===== config.mk =====
export PLATFORM = sky130hd
export DESIGN_NAME = axis_sfd_deframer
export DESIGN_NICKNAME = d
export VERILOG_FILES = /design/src/rtl/bpsk_modem_pkg.sv /design/src/rtl/sfd_detector.sv /design/src/rtl/axis_sfd_deframer.sv
export SDC_FILE = /design/constraint.sdc
export NUM_CORES = 1
export LEC_CHECK = 0
export CAP_MARGIN = 20
export CORE_MARGIN = 4
export CORE_UTILIZATION = 55
export CTS_BUF_LIST = sky130_fd_sc_hd__clkbuf_8
export DETAILED_ROUTE_END_ITERATION = 12
export GPL_ROUTABILITY_DRIVEN = 0
export PLACE_DENSITY = 0.83
export REMOVE_ABC_BUFFERS = 1
export SETUP_SLACK_MARGIN = 0.2
export SYNTH_ARGS = -nofsm -noshare
export SYNTH_HDL_FRONTEND = slang
export SYNTH_HIERARCHICAL = 1
export SYNTH_SLANG_ARGS = --single-unit
export TNS_END_PERCENT = 100

===== constraint.sdc =====
create_clock -name clk -period 4.52 [get_ports clk]
set_input_delay 0.904 -clock clk [delete_from_list [all_inputs] [get_ports clk]]
set_output_delay 0.904 -clock clk [all_outputs]
set_load 0.005 [all_outputs]

===== src/rtl/bpsk_modem_pkg.sv =====
// Shared definitions for the BPSK modem receive/transmit paths.
package bpsk_modem_pkg;

  localparam logic [7:0] ETHERNET_SFD = 8'hD5;
  localparam int         LEN_W        = 8;

  typedef enum logic [1:0] {
    HUNT,
    LEN,
    PAYLOAD
  } deframer_state_t;

endpackage


===== src/rtl/sfd_detector.sv =====
// Serial start-of-frame delimiter detector; bits arrive MSB first.
module sfd_detector
  import bpsk_modem_pkg::*;
#(
  parameter int               SFD_W = 8,
  parameter logic [SFD_W-1:0] SFD   = SFD_W'(ETHERNET_SFD)
) (
  input  logic clk,
  input  logic rst,
  input  logic clear,
  input  logic bit_en,
  input  logic bit_in,
  output logic match
);

  logic [SFD_W-1:0] sh_q, sh_d, shifted;
  logic [SFD_W:0]   sh_ext;

  // match is combinational on the post-shift value so the current bit counts
  always_comb begin
    sh_ext  = {sh_q, bit_in};
    shifted = sh_ext[SFD_W-1:0];
    sh_d    = sh_q;
    if (clear) begin
      sh_d = '0;
    end else if (bit_en) begin
      sh_d = shifted;
    end
    match = bit_en && !clear && (shifted == SFD);
  end

  always_ff @(posedge clk or posedge rst) begin
    if (rst) begin
      sh_q <= '0;
    end else begin
      sh_q <= sh_d;
    end
  end

endmodule


===== src/rtl/axis_sfd_deframer.sv =====
// Bit-serial deframer: SFD hunt, 8-bit byte-length header, payload packed
// into AXI4-Stream beats behind a single-entry output register.
module axis_sfd_deframer
  import bpsk_modem_pkg::*;
#(
  parameter int               DATA_W = 32,
  parameter int               SFD_W  = 8,
  parameter logic [SFD_W-1:0] SFD    = SFD_W'(ETHERNET_SFD)
) (
  input  logic                clk,
  input  logic                rst,
  input  logic                data_in_en,
  input  logic                data_in,
  output logic [DATA_W-1:0]   m_axis_tdata,
  output logic [DATA_W/8-1:0] m_axis_tkeep,
  output logic                m_axis_tlast,
  output logic                m_axis_tvalid,
  input  logic                m_axis_tready,
  output logic                frame_active,
  output logic                overflow
);

  localparam int KW  = DATA_W / 8;
  localparam int BCW = $clog2(DATA_W);

  deframer_state_t   state_q, state_d;
  logic [LEN_W-1:0]  len_q, len_d;
  logic [LEN_W-1:0]  byte_cnt_q, byte_cnt_d;
  logic [BCW-1:0]    bit_cnt_q, bit_cnt_d;
  logic [DATA_W-1:0] word_q, word_d, word_next;
  logic [KW-1:0]     keep_acc_q, keep_acc_d, keep_new;
  logic [KW:0]       keep_ext;
  logic [DATA_W-1:0] tdata_q, tdata_d;
  logic [KW-1:0]     tkeep_q, tkeep_d;
  logic              tlast_q, tlast_d;
  logic              tvalid_q, tvalid_d;
  logic              frame_active_q, frame_active_d;
  logic              overflow_q, overflow_d;
  logic              byte_done, final_bit, beat_done;
  logic              det_clear, det_bit_en, sfd_match;

  assign det_clear  = (state_q != HUNT);
  assign det_bit_en = data_in_en && (state_q == HUNT);

  sfd_detector #(
    .SFD_W (SFD_W),
    .SFD   (SFD)
  ) u_sfd_detector (
    .clk    (clk),
    .rst    (rst),
    .clear  (det_clear),
    .bit_en (det_bit_en),
    .bit_in (data_in),
    .match  (sfd_match)
  );

  always_comb begin
    state_d    = state_q;
    len_d      = len_q;
    byte_cnt_d = byte_cnt_q;
    bit_cnt_d  = bit_cnt_q;
    word_d     = word_q;
    keep_acc_d = keep_acc_q;
    tdata_d    = tdata_q;
    tkeep_d    = tkeep_q;
    tlast_d    = tlast_q;
    tvalid_d   = tvalid_q;
    overflow_d = 1'b0;

    word_next            = word_q;
    word_next[bit_cnt_q] = data_in;
    keep_ext             = {keep_acc_q, 1'b1};
    keep_new             = keep_ext[KW-1:0];
    byte_done            = (bit_cnt_q[2:0] == 3'd7);
    final_bit            = byte_done && (byte_cnt_q == len_q - LEN_W'(1));
    beat_done            = (bit_cnt_q == BCW'(DATA_W - 1)) || final_bit;

    if (tvalid_q && m_axis_tready) begin
      tvalid_d = 1'b0;
    end

    case (state_q)
      HUNT: begin
        if (sfd_match) state_d = LEN;
      end
      LEN: begin
        if (data_in_en) begin
          len_d     = {data_in, len_q[LEN_W-1:1]};
          bit_cnt_d = bit_cnt_q + BCW'(1);
          if (byte_done) begin
            bit_cnt_d = '0;
            state_d   = (len_d == '0) ? HUNT : PAYLOAD;
          end
        end
      end
      PAYLOAD: begin
        if (data_in_en) begin
          word_d    = word_next;
          bit_cnt_d = bit_cnt_q + BCW'(1);
          if (byte_done) begin
            byte_cnt_d = byte_cnt_q + LEN_W'(1);
            keep_acc_d = keep_new;
          end
          if (beat_done) begin
            word_d     = '0;
            bit_cnt_d  = '0;
            keep_acc_d = '0;
            // A slot is free if empty or draining this very cycle
            if (!tvalid_q || m_axis_tready) begin
              tdata_d  = word_next;
              tkeep_d  = keep_new;
              tlast_d  = final_bit;
              tvalid_d = 1'b1;
            end else begin
              overflow_d = 1'b1;
              state_d    = HUNT;
            end
            if (final_bit) state_d = HUNT;
          end
        end
      end
      default: state_d = HUNT;
    endcase

    if (state_d == HUNT) begin
      len_d      = '0;
      byte_cnt_d = '0;
      bit_cnt_d  = '0;
      word_d     = '0;
      keep_acc_d = '0;
    end

    frame_active_d = (state_d != HUNT);
  end

  always_ff @(posedge clk or posedge rst) begin
    if (rst) begin
      state_q        <= HUNT;
      len_q          <= '0;
      byte_cnt_q     <= '0;
      bit_cnt_q      <= '0;
      word_q         <= '0;
      keep_acc_q     <= '0;
      tdata_q        <= '0;
      tkeep_q        <= '0;
      tlast_q        <= 1'b0;
      tvalid_q       <= 1'b0;
      frame_active_q <= 1'b0;
      overflow_q     <= 1'b0;
    end else begin
      state_q        <= state_d;
      len_q          <= len_d;
      byte_cnt_q     <= byte_cnt_d;
      bit_cnt_q      <= bit_cnt_d;
      word_q         <= word_d;
      keep_acc_q     <= keep_acc_d;
      tdata_q        <= tdata_d;
      tkeep_q        <= tkeep_d;
      tlast_q        <= tlast_d;
      tvalid_q       <= tvalid_d;
      frame_active_q <= frame_active_d;
      overflow_q     <= overflow_d;
    end
  end

  assign m_axis_tdata  = tdata_q;
  assign m_axis_tkeep  = tkeep_q;
  assign m_axis_tlast  = tlast_q;
  assign m_axis_tvalid = tvalid_q;
  assign frame_active  = frame_active_q;
  assign overflow      = overflow_q;

endmodule


# After elaboration in Yosys (flattened, before gate mapping)
# Index checks and enable logic that the tools add are counted.
# totals
ff_bits	105
latch_bits	0
ramBits	0
rom_bits	0
input_bits	5
out_inout_bits	40
mem_count	0
# op_classes
addsub	3
n_mul	0
div_mod_pow	0
magnitude_cmp	2
n_eq_ne	8
n_shift	0
muxes	45
n_bitwise	0
n_reduce_logical	28
# op_table
cell	n
32-bit two-way mux	4
8-bit two-way mux	7
32-bit bitwise mux	1
5-bit two-way mux	5
2-bit two-way mux	8
3-bit two-way mux	5
7-bit two-way mux	2
2-bit nonzero test	7
1-bit two-way mux	10
5-bit one-hot mux with 2 select lines	1
3-bit AND reduction	3
8-bit by 1-bit adder with 8-bit output (second input constant)	1
8-bit equality test	1
8-bit equality test (second input constant)	1
8-bit zero test	1
8-bit by 1-bit subtractor with 8-bit output (second input constant)	1
1-bit logical AND	6
5-bit by 6-bit less-than comparator with 1-bit output (second input constant)	1
3-bit != test (second input constant)	2
2-bit one-hot mux with 3 select lines	1
3-bit nonzero test	2
5-bit by 1-bit adder with 5-bit output (second input constant)	1
1-bit demux with 5-bit select	1
5-bit equality test (second input constant)	1
other kinds (9)	13

# Depth between registers and ports, before layout
# logic_depth
ltp_word	10
depth_mapped	12
ltp_nobuf	9

# Cells and area by module
# The synthesis kept the hierarchy.
# by_module_without_submodules
mod	n_inst	cells_per_inst	area_per_inst_um2	seq_area_each_um2
axis_sfd_deframer	1	451	5180.0	2452.4
sfd_detector	1	27	320.3	175.2

# Worst setup path after synthesis
# No wires, ideal clock.
# synth_path
kind	input port to flip-flop
start	in data_in_en
end	reg word_q[31]
arrival_time_ns	2.659
t_required_ns	4.453
slack_ns	1.794
cell_stages	11
path_buffers	3
cell_sequence	inv_1 nor3_1 buf_2 nor4b_2 nor2_1 or3_1 o21a_1 buf_4 inv_1 buf_2 a32o_1
# synth_via
elab_chain_len	8
# synth_lines
item	line	rtl
start, declared	axis_sfd_deframer.sv:12	input logic data_in_en,
1-bit logical AND *	axis_sfd_deframer.sv:43	assign det_bit_en = data_in_en && (state_q == HUNT);
net det_bit_en	axis_sfd_deframer.sv:40	logic det_clear, det_bit_en, sfd_match;
1-bit logical AND * (2 in a row)	sfd_detector.sv:29	match = bit_en && !clear && (shifted == SFD);
net sfd_match	axis_sfd_deframer.sv:40	
2-bit two-way mux *	axis_sfd_deframer.sv:84	if (sfd_match) state_d = LEN;
2-bit one-hot mux with 3 select lines *	axis_sfd_deframer.sv:82	case (state_q)
2-bit zero test *	axis_sfd_deframer.sv:125	if (state_d == HUNT) begin
2-bit nonzero test (no line)	-	
2-bit AND reduction (no line)	-	
end signal, assigned	axis_sfd_deframer.sv:155	word_q <= word_d;
end, declared	axis_sfd_deframer.sv:30	logic [DATA_W-1:0] word_q, word_d, word_next;
# The timed path passes the listed nets; every way through them passes the cells marked *.
# A chain may end at the register's enable or synchronous reset.

# Final worst setup path
# layout_path
start	in data_in_en
end	reg word_q[8]
# layout_via
elab_chain_len	8
# layout_lines
item	line
1-bit logical AND	axis_sfd_deframer.sv:43
1-bit logical AND (2 in a row)	sfd_detector.sv:29
2-bit two-way mux	axis_sfd_deframer.sv:84
2-bit one-hot mux with 3 select lines	axis_sfd_deframer.sv:82
2-bit zero test	axis_sfd_deframer.sv:125
2-bit nonzero test (no line)	-
2-bit AND reduction (no line)	-
# Parallel ways exist; a longest one is shown, timed or not.

==> results.yml <==
power_and_ir_drop:
  p_leak_nw: 2.80
  powerDensity_mw_per_mm2: 299
  vdd_ir_drop_max_mv: 0.176
floorplanning:
  ios: 45
  start_util_pct: 56.3
  fp.dieH_um: 108
  fp.dieArea_mm2: 0.0117
  fp.dieW_um: 108
  core_area_mm2: 0.00977
  fp-row-count: 36
layout:
  stdcell_area_mm2: 0.00616
  layout_common_cells: "105 x dfrtp_1, 70 x nor2_1, 44 x clkdlybuf4s50_1"
  layout.nets: 520
  multi_input_area_mm2: 0.00260
  fillCellCount: 766
  drive_above_1_share_pct: 19.7
  n_antenna_cell: 0
  seqCellArea_mm2: 0.00263
  fin_cells: 645
  layout_commonest_cell: "dfrtp_1"
  syn_to_final_growth_pct: 12.0
hold_path:
  hold_end: "m_axis_tkeep[0]"
  hold_path_startpoint: "m_axis_tkeep[0]"
  hold_depth: 1
  hold_path.class: "reg -> reg"
sta:
  worstMarginPinSlew_ps: 857
  fmax_mhz: 286
  hold_viol: 0
  slew_violations: 0
  clock_skew_ps: 21.7
  setup_viol: 0
  rsz0062_at_grt: "no"
  finalCriticalPeriod_ps: 3500
  post-route-period-util_pct: 77.3
  relSlewSlack_pct: 42.8
  finalSetupTns_ps: 0
clock_tree:
  clockBufferDepth: 2
  post_cts_resized: 0
  cts.sinks: 105
  clk_pin_slew_ps: 110
  ctsHoldBuffers: 0
  post_cts_buffers: 0
  cts_tree: "yes"
  htreeDepth: 3
  cts_buffers: 9
  cts-root-buf: "clkbuf_8"
  clk_latency_ps: 380
placed_design:
  portBuffers: 44
  place_area_mm2: 0.00596
  dp_hpwl_mm: 7.37
  dp.cells: 629
synth:
  synthCells: 478
  synth_ff_type: "dfrtp_1"
  synth_top_area_share_pct: 47.8
  seq_area_frac_synth_pct: 47.8
  synth_edf_count: 0
  synth.largest_area_cell: "dfrtp_1"
  yosysWarnings: 6
  synth_area_mm2: 0.00550
  async_reset_ff_share_pct: 100
  yosys_register_bits: 105
  avgSynthCellArea_um2: 11.5
  synth_area_leaders: "dfrtp_1 48%, mux2_2 8.0%, mux2_4 7.6%, a32o_1 6.4%, nor2_1 4.8%"
  synthDistinctLibCells: 54
drt:
  wl_met1_mm: 5.05
  dr.pass1.iters: 4
  drtAntennaViolNets: 0
  met2_length_mm: 5.49
  routedWlPerCell_um: 17.3
  vias: 3791
  initialDrtViolationCount: 242
  vias_per_cell: 5.88
  met3WireLength_um: 458
  postRouteWirelength_mm: 11.2
  drc: 0
  top_layer: "met4"
run:
  max-cap-violations: 0
critical_path:
  path_buf_inv: 3
  crit_family: "compound AO/OA/AOI/OAI gates"
  end_kind: "register"
  cpPeakStageDelay_ps: 580
  critPathMaxFanout: 33
  required_ps: 4780
  start_kind: "input port"
  reg2regPathDepth: 9
  r2r_start: "len_q[0]"
  r2r_end: "m_axis_tdata[25]"
  arrival_ps: 3760
  cp_cell_sequence: "clkdlybuf4s50_1 -> nand3b_1 -> a211o_1 -> o221ai_1 -> nor4_1 -> o21a_1 -> inv_1 -> buf_4 -> a32o_1"
  slowest_stage: "o21a_1"
  ff2ff_setup_slack_ps: 1190
  worst-setup-path-type: "in -> reg"
grt:
  grt_pass1_wl_mm: 19.3
  grt_max_degree: 51
  grt_pass1_vias: 4009
  overflow: 0
  grt_use_total_pct: 20.3
  antenna_found_initial: 0
run_status:
  status: "finished clean"
[cell type report]
type | instances | area share, %
Timing Repair Buffer | 51 | 8.21
Inverter | 14 | 0.874
Clock buffer | 9 | 2.01
Tap cell | 133 | 2.70
Multi-Input combinational cell | 326 | 42.3
Sequential cell | 105 | 42.7
Clock inverter | 7 | 1.28
[sequential cells by signal, summed over array words and instances (netlist names), 2 cells and up]
| signal | cells |
|---|---|
| word_q | 32 |
| keep_acc_q | 3 |
| u_sfd_detector/sh_q | 7 |
| len_q | 8 |
| bit_cnt_q | 5 |
| m_axis_tdata | 32 |
| byte_cnt_q | 8 |
| state_q | 2 |
| m_axis_tkeep | 4 |
[worst max path at each step]
stage,cells after the start,start,to,slack [ps]
floorplan,8,data_in_en,word_q[4],880
global placement,9,data_in_en,word_q[17],840
detailed placement,9,data_in_en,word_q[18],660
CTS,9,data_in_en,word_q[6],1070
global route,9,data_in_en,word_q[27],760
finish,9,data_in_en,word_q[8],1020
[worst reg2reg max path, cell delays in order, from the launching register on]
cell,delay [ps]
dfrtp_1,440
inv_1,70
ha_1,250
o21ba_1,200
a221oi_2,290
a41oi_2,110
o41ai_4,360
buf_4,390
and3_4,660
mux2_2,450
[power breakdown]
group	switching, W	internal (W)
sequential	0.0000346	0.000979
clock	0.000338	0.000262
combinational	0.000150	0.0000766
[metrics by stage]
step	hold WS [ps]	power (W)	worst slack (ps)	utilization, %
global route	504	0.00192	758	63.0
CTS	488	0.00185	1070	63.0
floorplan	465	0.00118	878	-
detailed placement	462	0.00126	662	60.9
global placement	453	0.00124	836	60.9
finish	482	0.00184	1020	63.0
[layer usage]
| metal | track usage (%) | vias up |
|---|---|---|
| li1 | - | 1775 |
| met1 | 28.5 | 1922 |
| met2 | 32.5 | 82 |
| met3 | 3.22 | 12 |
| met4 | 6.67 | 0 |
| met5 | 0 | - |
[logic make-up after synthesis]
kind of cell | count (synthesis) | share of synthesized area, %
and+or+nand+nor | 127 | 11.1
DFF | 105 | 47.8
xor gates and xnor gates | 17 | 2.71
buffers and inverters | 47 | 4.91
AOI/OAI and AO/OA | 93 | 13.5
muxes | 81 | 18.2
adders and majority gates | 8 | 1.82
[Yosys cell counts, types with 2 or more instances]
| cell type | instances |
|---|---|
| a32o_1 | 35 |
| nor2b_1 | 3 |
| mux2_2 | 39 |
| and2_1 | 2 |
| dfrtp_1 | 105 |
| mux2i_1 | 14 |
| nor3_1 | 3 |
| and3_1 | 4 |
| mux2_4 | 28 |
| nor4_1 | 3 |
| nand2_1 | 14 |
| buf_2 | 7 |
| buf_12 | 4 |
| or2_2 | 3 |
| a22o_1 | 2 |
| clkbuf_1 | 18 |
| xnor2_1 | 5 |
| nand3_1 | 4 |
| o21ai_0 | 35 |
| buf_6 | 2 |
| nand4_1 | 3 |
| ha_1 | 8 |
| nor2_1 | 70 |
| a21oi_1 | 5 |
| a2bb2oi_1 | 2 |
| xor2_1 | 12 |
| inv_1 | 14 |
| nand2b_1 | 8 |
No activity file was read; power rests on OpenSTA's default activity.
==> variant: new RTL, config.mk and constraints unchanged <==
The 3 states of `deframer_state_t` get a one-hot encoding in 3 bits.
--- a/src/rtl/bpsk_modem_pkg.sv
+++ b/src/rtl/bpsk_modem_pkg.sv
@@ -4,10 +4,10 @@
   localparam logic [7:0] ETHERNET_SFD = 8'hD5;
   localparam int         LEN_W        = 8;
 
-  typedef enum logic [1:0] {
-    HUNT,
-    LEN,
-    PAYLOAD
+  typedef enum logic [2:0] {
+    HUNT    = 3'b001,
+    LEN     = 3'b010,
+    PAYLOAD = 3'b100
   } deframer_state_t;
 
 endpackage
Function: no difference found for any inputs over 10 cycles, from zero or initial values and one cycle with rst high; not proved beyond that.
==> variant against the unedited design <==
- critical path depth down 1
- register-to-register slack about the same
- sequential cell count up 1
- hold slack worse by 0.011 ns
- routed wire length up 1.5%
- non-clock buffer count unchanged
- area after synthesis up 0.16%
- worst setup slack worse by 0.17 ns
- design area up 0.30%
- synthesized cell count up 12%
Power is not compared: it rests on default switching activity, and its combinational part moved more than twofold at a synthesized area within 25%.
==> variant: results <==
export IMPL_maxCapViolCount=0
export IMPL_grt_total_usage_pct=21.1
export IMPL_cts_max_level=3
export IMPL_tightest_slew_ns=0.889
export IMPL_cts_root_buf="clkbuf_8"
export IMPL_hold_end="m_axis_tkeep[0]$_DFFE_PP0P_"
export IMPL_r2r_cells=8
export IMPL_drive_gt1_share_pct=9.59
export IMPL_grt_pass1_vias=4043
export IMPL_ctsResizeCount=0
export IMPL_synth_area_leaders="dfrtp_1 (48%), mux2i_1 (7.4%), o21ai_0 (5.5%)"
export IMPL_synth_compound_area_share_pct=18.8
export IMPL_r2r_end="m_axis_tdata[30]$_DFFE_PP0P_"
export IMPL_grt_pass1_wl_mm=19.7
export IMPL_post_dp_cell_area_mm2=0.00599
export IMPL_status="finished clean"
export IMPL_pre_cts_ws_ns=0.471
export IMPL_slowest_delay_ns=0.64
export IMPL_wl_per_cell_um=16.3
export IMPL_grt_max_degree=58
export IMPL_ys_types=61
export IMPL_rr_startpoint="state_q[0]$_DFF_PP1_"
export IMPL_drt_iter0_drc=264
export IMPL_synth_async_reset_ratio_pct=100
export IMPL_synth_common_cells="dfrtp_1 (105), o21ai_0 (61), nor2_1 (52), mux2i_1 (41), clkbuf_1 (26)"
export IMPL_firstDrtPassIters=5
export IMPL_path_delay_family="simple AND/OR/NAND/NOR gates"
export IMPL_setup_slack_ns=0.857
export IMPL_synth_xor_xnor_area_share_pct=2.70
export IMPL_synth_seq_area_share_pct=48.2
export IMPL_place_inst=680
export IMPL_critPathLaunch="data_in_en"
export IMPL_synth_area_mux_share_pct=10.2
export IMPL_fin_skew_ns=0.0148
export IMPL_worst_path_max_delay_cell="nand2_1"
export IMPL_final_util_pct=63.2
export IMPL_holdWs_ns=0.471
export IMPL_hold_path_class="register to register"
export IMPL_via_per_inst=5.93
export IMPL_num_fill_cells=819
export IMPL_synth_cells=535
export IMPL_num_antenna_cells=0
export IMPL_powerClk_mw=0.567
export IMPL_final_cells=696
export IMPL_hp_start="m_axis_tkeep[0]$_DFFE_PP0P_"
export IMPL_cts_setup_buffers=0
export IMPL_numPortBuffers=44
export IMPL_ir_worst_vdd_mv=0.336
export IMPL_path_max_fanout=29
export IMPL_synthAdderAreaFrac_pct=1.82
export IMPL_p_sw_share_pct=22.2
export IMPL_dpl_hpwl_mm=7.81
export IMPL_final_nets=571
export IMPL_antenna_found_initial=0
export IMPL_power_switching_mw=0.358
export IMPL_clk_pin_slew_ns=0.09
## variant: changes by cell type after synthesis, moves of 11 or more
cell,before,now
nand3_1,4,16
nor2_1,70,52
a32o_1,35,20
o22ai_1,1,14
a31oi_1,0,16
o21ai_0,35,61
inv_1,14,25
mux2i_1,14,41
mux2_2,39,11
o31ai_1,1,21
mux2_4,28,2
## variant: layer usage
metal	global-route usage (%)	up-vias	part of all wire, %
met2	35.1	100	50
met1	27.7	2021	43
li1	-	1986	-
met3	5.07	21	5.0
met5	0	-	0
met4	6.13	0	1.7
## variant: layout make-up
type | instances | area (um^2) | area share (%)
flip-flops and latches | 106 | 2650 | 43.0
multi-input cells | 365 | 2580 | 41.7
repair buffers | 51 | 493 | 7.98
well taps | 133 | 166 | 2.69
clock buffers | 10 | 138 | 2.23
inverters | 25 | 96.3 | 1.56
clock inverters | 6 | 51.3 | 0.830
